$ cat config.mk
export PLATFORM = sky130hd
export DESIGN_NAME = rx_shift_unit_flat
export DESIGN_NICKNAME = d
export VERILOG_FILES = /design/src/rtl/rx_shift_unit_if.sv /design/src/rtl/rx_shift_unit.sv /design/src/flat_wrapper.sv
export SDC_FILE = /design/constraint.sdc
export NUM_CORES = 1
export LEC_CHECK = 0
export ABC_AREA = 1
export CAP_MARGIN = 20
export CELL_PAD_IN_SITES_DETAIL_PLACEMENT = 1
export CELL_PAD_IN_SITES_GLOBAL_PLACEMENT = 1
export CORE_MARGIN = 3
export CORE_UTILIZATION = 48
export CTS_CLUSTER_SIZE = 8
export DETAILED_ROUTE_END_ITERATION = 10
export DONT_BUFFER_PORTS = 1
export PLACE_DENSITY_LB_ADDON = 0.1
export SLEW_MARGIN = 10
export SYNTH_ARGS = -nofsm -noshare
export SYNTH_HDL_FRONTEND = slang
export SYNTH_SLANG_ARGS = --single-unit
$ cat constraint.sdc
create_clock -name clk -period 2.7 [get_ports clk]
set_input_delay 0.54 -clock clk [delete_from_list [all_inputs] [get_ports clk]]
set_output_delay 0.54 -clock clk [all_outputs]
set_load 0.02 [all_outputs]
$ cat src/rtl/rx_shift_unit_if.sv
`default_nettype none
// ============================================================================
// Module      : rx_shift_unit_if
// Description : Bundles the serial input, framing strobes and the word
//               holding-register handshake of the receive shifter.
//               master = controller/consumer side, slave = shifter.
// Revision    : 1.0  initial release
// ============================================================================
interface rx_shift_unit_if #(
    parameter int DATA_WIDTH = 8
);
    localparam int c_cnt_w = $clog2(DATA_WIDTH + 1);

    logic                  sda_in;
    logic                  rising_edge_found;
    logic                  rx_enable;
    logic                  frame_clear;
    logic                  data_read;
    logic [DATA_WIDTH-1:0] rx_data;
    logic                  rx_valid;
    logic                  rx_overrun;
    logic [c_cnt_w-1:0]    bit_count;
    logic                  parity_err;

    modport master (
        output sda_in, rising_edge_found, rx_enable, frame_clear, data_read,
        input  rx_data, rx_valid, rx_overrun, bit_count, parity_err
    );

    modport slave (
        input  sda_in, rising_edge_found, rx_enable, frame_clear, data_read,
        output rx_data, rx_valid, rx_overrun, bit_count, parity_err
    );
endinterface
`default_nettype wire

$ cat src/rtl/rx_shift_unit.sv
`default_nettype none
// ============================================================================
// Module      : rx_shift_unit
// Description : Serial receive shifter. Samples sda_in on qualified SCL
//               rising edges, counts bits, and captures each completed word
//               into a holding register with valid/read handshake, sticky
//               overrun and frame abort. Optional even-parity bit per word
//               when RX_SHIFT_PARITY_EN is defined.
// Revision    : 1.0  initial release
// ============================================================================
module rx_shift_unit #(
    parameter int DATA_WIDTH = 8,
    parameter bit SHIFT_MSB  = 1'b1
) (
    input  wire               clk,
    input  wire               n_rst,
    rx_shift_unit_if.slave    bus
);
    localparam int c_cnt_w = $clog2(DATA_WIDTH + 1);
`ifdef RX_SHIFT_PARITY_EN
    localparam int c_frame_len = DATA_WIDTH + 1;
`else
    localparam int c_frame_len = DATA_WIDTH;
`endif
    localparam logic [c_cnt_w-1:0] c_last = c_cnt_w'(c_frame_len - 1);

    logic [DATA_WIDTH-1:0] r_shift;
    logic [c_cnt_w-1:0]    r_count;
    logic [DATA_WIDTH-1:0] r_data;
    logic                  r_valid;
    logic                  r_overrun;

    logic [DATA_WIDTH-1:0] w_shifted;
    logic [DATA_WIDTH-1:0] w_word;
    logic                  w_shift;
    logic                  w_last;
    logic                  w_data_bit;
    logic                  w_load;
    logic                  w_drop;
    logic                  w_unused;

    // frame_clear outranks a coincident edge strobe
    assign w_shift = bus.rx_enable & bus.rising_edge_found & ~bus.frame_clear;
    assign w_last  = w_shift & (r_count == c_last);

    // A completing word only lands if the holding register is free this cycle
    assign w_load  = w_last & (~r_valid | bus.data_read);
    assign w_drop  = w_last & r_valid & ~bus.data_read;

    generate
        if (SHIFT_MSB) begin : g_msb
            assign w_shifted = {r_shift[DATA_WIDTH-2:0], bus.sda_in};
        end else begin : g_lsb
            assign w_shifted = {bus.sda_in, r_shift[DATA_WIDTH-1:1]};
        end
    endgenerate

`ifdef RX_SHIFT_PARITY_EN
    logic r_parity_err;
    logic w_parity_err;

    // Final bit of the frame is parity: it is checked, never shifted in
    assign w_data_bit   = w_shift & ~w_last;
    assign w_word       = r_shift;
    assign w_parity_err = (^r_shift) ^ bus.sda_in;

    // Parity status travels with the held word
    always_ff @(posedge clk or negedge n_rst) begin
        if (!n_rst)              r_parity_err <= 1'b0;
        else if (w_load)         r_parity_err <= w_parity_err;
        else if (bus.data_read)  r_parity_err <= 1'b0;
    end

    assign bus.parity_err = r_parity_err;
`else
    assign w_data_bit     = w_shift;
    assign w_word         = w_shifted;
    assign bus.parity_err = 1'b0;
`endif

    // The bit that falls out of the register on a shift is intentionally lost
    assign w_unused = ^r_shift;

    // Shift register idles at all ones (released bus); abort restores idle
    always_ff @(posedge clk or negedge n_rst) begin
        if (!n_rst)               r_shift <= '1;
        else if (bus.frame_clear) r_shift <= '1;
        else if (w_data_bit)      r_shift <= w_shifted;
    end

    // Bit position within the frame, wrapping on completion
    always_ff @(posedge clk or negedge n_rst) begin
        if (!n_rst)               r_count <= '0;
        else if (bus.frame_clear) r_count <= '0;
        else if (w_last)          r_count <= '0;
        else if (w_shift)         r_count <= r_count + c_cnt_w'(1);
    end

    // Holding register and its valid flag
    always_ff @(posedge clk or negedge n_rst) begin
        if (!n_rst) begin
            r_data  <= '0;
            r_valid <= 1'b0;
        end else if (w_load) begin
            r_data  <= w_word;
            r_valid <= 1'b1;
        end else if (bus.data_read) begin
            r_valid <= 1'b0;
        end
    end

    // Sticky overrun; a read always frees the register so it cannot re-set then
    always_ff @(posedge clk or negedge n_rst) begin
        if (!n_rst)              r_overrun <= 1'b0;
        else if (w_drop)         r_overrun <= 1'b1;
        else if (bus.data_read)  r_overrun <= 1'b0;
    end

    assign bus.rx_data    = r_data;
    assign bus.rx_valid   = r_valid;
    assign bus.rx_overrun = r_overrun;
    assign bus.bit_count  = r_count;
endmodule
`default_nettype wire

$ cat src/flat_wrapper.sv
// flat-port wrapper written by rule: the top's interface ports become plain ports
module rx_shift_unit_flat 
#(
    parameter int DATA_WIDTH = 8,
    parameter bit SHIFT_MSB  = 1'b1
)
  (clk, n_rst, bus_sda_in, bus_rising_edge_found, bus_rx_enable, bus_frame_clear, bus_data_read, bus_rx_data, bus_rx_valid, bus_rx_overrun, bus_bit_count, bus_parity_err);
  rx_shift_unit_if #(.DATA_WIDTH(DATA_WIDTH)) bus_i ();
  input  wire clk;
  input  wire n_rst;
  input wire logic [$bits(bus_i.sda_in)-1:0] bus_sda_in;
  input wire logic [$bits(bus_i.rising_edge_found)-1:0] bus_rising_edge_found;
  input wire logic [$bits(bus_i.rx_enable)-1:0] bus_rx_enable;
  input wire logic [$bits(bus_i.frame_clear)-1:0] bus_frame_clear;
  input wire logic [$bits(bus_i.data_read)-1:0] bus_data_read;
  output wire logic [$bits(bus_i.rx_data)-1:0] bus_rx_data;
  output wire logic [$bits(bus_i.rx_valid)-1:0] bus_rx_valid;
  output wire logic [$bits(bus_i.rx_overrun)-1:0] bus_rx_overrun;
  output wire logic [$bits(bus_i.bit_count)-1:0] bus_bit_count;
  output wire logic [$bits(bus_i.parity_err)-1:0] bus_parity_err;
  assign bus_i.sda_in = bus_sda_in;
  assign bus_i.rising_edge_found = bus_rising_edge_found;
  assign bus_i.rx_enable = bus_rx_enable;
  assign bus_i.frame_clear = bus_frame_clear;
  assign bus_i.data_read = bus_data_read;
  assign bus_rx_data = bus_i.rx_data;
  assign bus_rx_valid = bus_i.rx_valid;
  assign bus_rx_overrun = bus_i.rx_overrun;
  assign bus_bit_count = bus_i.bit_count;
  assign bus_parity_err = bus_i.parity_err;
  rx_shift_unit #(.DATA_WIDTH(DATA_WIDTH), .SHIFT_MSB(SHIFT_MSB)) u_core (.clk(clk), .n_rst(n_rst), .bus(bus_i));
endmodule
==> flow_summary_export.csv <==
group,metric,value,unit
sta,worstMarginPinSlew,615,ps
cts,numCtsBuffers,3,
worst_setup_path,crit_family,"flip-flops",
worst_setup_path,critPathRequiredTime,2900,ps
global_route,globalRouteOverflowTotal,0,
worst_setup_path,worst-path-buf-inv,0,
finish,fill_cells,218,
sta,fin_crit_sh,0.545,
outcome,status,"completed",
placement,routabilityCongestion,0.790,
placement,place.detailed.hpwl,1.35,mm
finish,diodes,0,
global_route,grt_busiest_layer,"met2",
global_route,use_met1,0.237,
cts,clock_path_buffers,2,
run,drv_cap,0,
cts,cts_tree,"built",
drt,num_vias,657,
drt,drc_errors,0,
worst_setup_path,worstSetupStartpoint,"u_core.bus.bit_count[0]$_DFFE_PN0P_",
synthesis,ys_seq_area_frac,0.569,
cts,post_cts_buffers,0,
worst_setup_path,critical_path.slowest_cell,"dfrtp_1",
sta,clock_skew,1.81,ps
worst_setup_path,crit_chain,"ha_1 > nand2_2 > nor2_4 > nand3_4 > nand2_1 > nand2_1",
floorplan,dieHeight,50.2,um
sta,finalHoldViolations,0,
cts,insertion_delay,300,ps
synthesis,yosysWarnings,0,
floorplan,initial_core_util,0.527,
synthesis,synth_cells,96,
worst_setup_path,cp.arrival,1680,ps
cts,path_clk_slew,120,ps
sta,fmax,0.679,GHz
global_route,use_met3,0.0415,
worst_setup_path,critical_path_class,"reg2reg",
cts,hold_buffers,1,
worst_setup_path,cp_max_fo,9,
placement,place.port_buffers,0,
worst_hold_path,hold_class,"in2async",
finish,final_nets,109,
floorplan,core-area,1780,um2
drt,antenna_left,0,
global_route,grt_pass1_wl,3.27,mm
synthesis,avgSynthCellArea,9.79,um2
drt,first_pass_iters,3,
pwr,peakVddDrop,293,uV
cts,cts_max_level,1,
finish,synthToLayoutAreaGrowth,6.52,%
drt,drtIter0Drc,12,
global_route,grt_pass1_vias,714,
synthesis,ys_seq_elements,21,
global_route,track_usage,0.175,
cts,cts_root_buf,"clkbuf_4",
pwr,power_density,499,nW/um2
sta,maxSlewViolCount,0,
pwr,p_leak,0.518,nW
pwr,power.total,0.000500,W
finish,layout-drive-gt1-share,0.210,
sta,whs,60.2,ps
synthesis,syn_nets,104,
floorplan,num_rows,15,
sta,rsz0062_at_grt,"no",
sta,setup_tns,0,ps
floorplan,io_pins,22,
cts,numClockSinks,21,
worst_setup_path,slowest_delay,550,ps
cts,cts_resized,0,
sta,slew_headroom,0.589,
global_route,grt_max_degree,15,
worst_setup_path,worstReg2RegStart,"u_core.bus.bit_count[0]$_DFFE_PN0P_",
worst_setup_path,cp-start-kind,"flop",
floorplan,die_area,2520,um2
floorplan,fp.dieW,50.2,um
drt,wl_per_cell,14.6,um
drt,wirelength,1.83,mm
synthesis,yosys.cell_types.count,21,
worst_setup_path,cp-end-kind,"flop",
synthesis,synth_area,940,um2
sta,finalSetupViolations,0,
global_route,grtUsageMet2,0.267,
drt,vias_per_cell,5.26,
sta,period_minus_slack,1470,ps
worst_setup_path,critPathMostFrequentCell,"nand2_1",
global_route,antenna_found_initial,0,
## routing by layer
metal	wire, um	vias to the layer above
li1	-	318
met1	856	324
met2	872	13
met3	83	2
met4	14	0
met5	0	-
## sequential cells by signal, summed over array words and instances, names as in the netlist
register / count
u_core.bus.rx_data: 8
u_core.bus.rx_overrun: 1
u_core.bus.rx_valid: 1
u_core.r_shift: 7
u_core.bus.bit_count: 4
## cell families (layout without fill, tap and decap cells)
family,count (synthesis),count (layout),share of synthesized area
other,1,1,0.00399
AOI/OAI and AO/OA,11,11,0.0719
xor gates and xnor gates,1,1,0.00932
buffers and inverters,12,16,0.0519
and+or+nand+nor,49,49,0.281
adders and majority gates,1,1,0.0133
DFF,21,21,0.569
## where the power goes
group,switching [W],internal (W)
sequential,0.00000588,0.000319
clock,0.0000980,0.0000552
combinational,0.0000161,0.00000576
## synth_stat cells
cell,n,area share
nand2_2,3,0.020
nor2_8,1,0.021
inv_2,1,0.0040
dfstp_2,7,0.20
nand3_1,10,0.053
conb_1,1,0.0040
dfrtp_1,14,0.37
nand3_4,1,0.019
xnor2_1,1,0.0093
nor2_4,2,0.024
o21ai_0,1,0.0053
ha_1,1,0.013
o21ai_1,2,0.011
inv_1,10,0.040
nand2_1,27,0.11
a22oi_1,5,0.040
nand3_2,2,0.021
a21oi_1,3,0.016
nor2_1,2,0.0080
buf_4,1,0.0080
nand4_1,1,0.0067
## worst paths after layout
| kind | slack (ps) | endpoint | cells past startpoint |
|---|---|---|---|
| max in group asynchronous | 1630 | u_core.bus.rx_data[5]$_DFFE_PN0P_ | 1 |
| min | 60 | u_core.r_shift[0]$_DFFE_PN1P_ | 0 |
| min in group clk | 280 | u_core.bus.rx_overrun$_DFFE_PN0P_ | 1 |
| max reg2reg | 1230 | u_core.bus.rx_data[2]$_DFFE_PN0P_ | 6 |
| min reg2reg | 500 | u_core.r_shift[6]$_DFFE_PN1P_ | 2 |
| max | 1230 | u_core.bus.rx_data[2]$_DFFE_PN0P_ | 6 |
## cell type report
class	count	area [um2]	share of cell area
Sequential cell	21	534	0.534
Multi-Input combinational cell	63	357	0.356
Inverter	11	41.3	0.0413
Tap cell	25	31.3	0.0313
Clock buffer	3	22.5	0.0225
Timing Repair Buffer	1	10.0	0.0100
Clock inverter	1	5.00	0.00500
## stage by stage
step                       util  instance area, um2  std cells  setup slack (ps)
after global routing      0.561                1000        125              1090
after floorplan               -                 940         96              1400
after detailed placement  0.540                 963        120              1250
final                     0.561                1000        125              1230
after CTS                 0.561                1000        125              1230
after global placement    0.540                 963        120              1310
## layout by cell type (no fill, tap or decap)
master	instances
ha_1	1
o21ai_0	1
nor2_8	1
dlygate4sd3_1	1
a21oi_1	3
inv_1	10
xnor2_1	1
dfrtp_1	14
nand4_1	1
clkinv_2	1
a22oi_1	5
dfstp_2	7
nor2_1	2
inv_2	1
nand3_2	2
o21ai_1	2
clkbuf_4	3
nand2_1	27
nand2_2	3
nand3_4	1
nand3_1	10
nor2_4	2
conb_1	1
(Power assumes the default switching activity.)
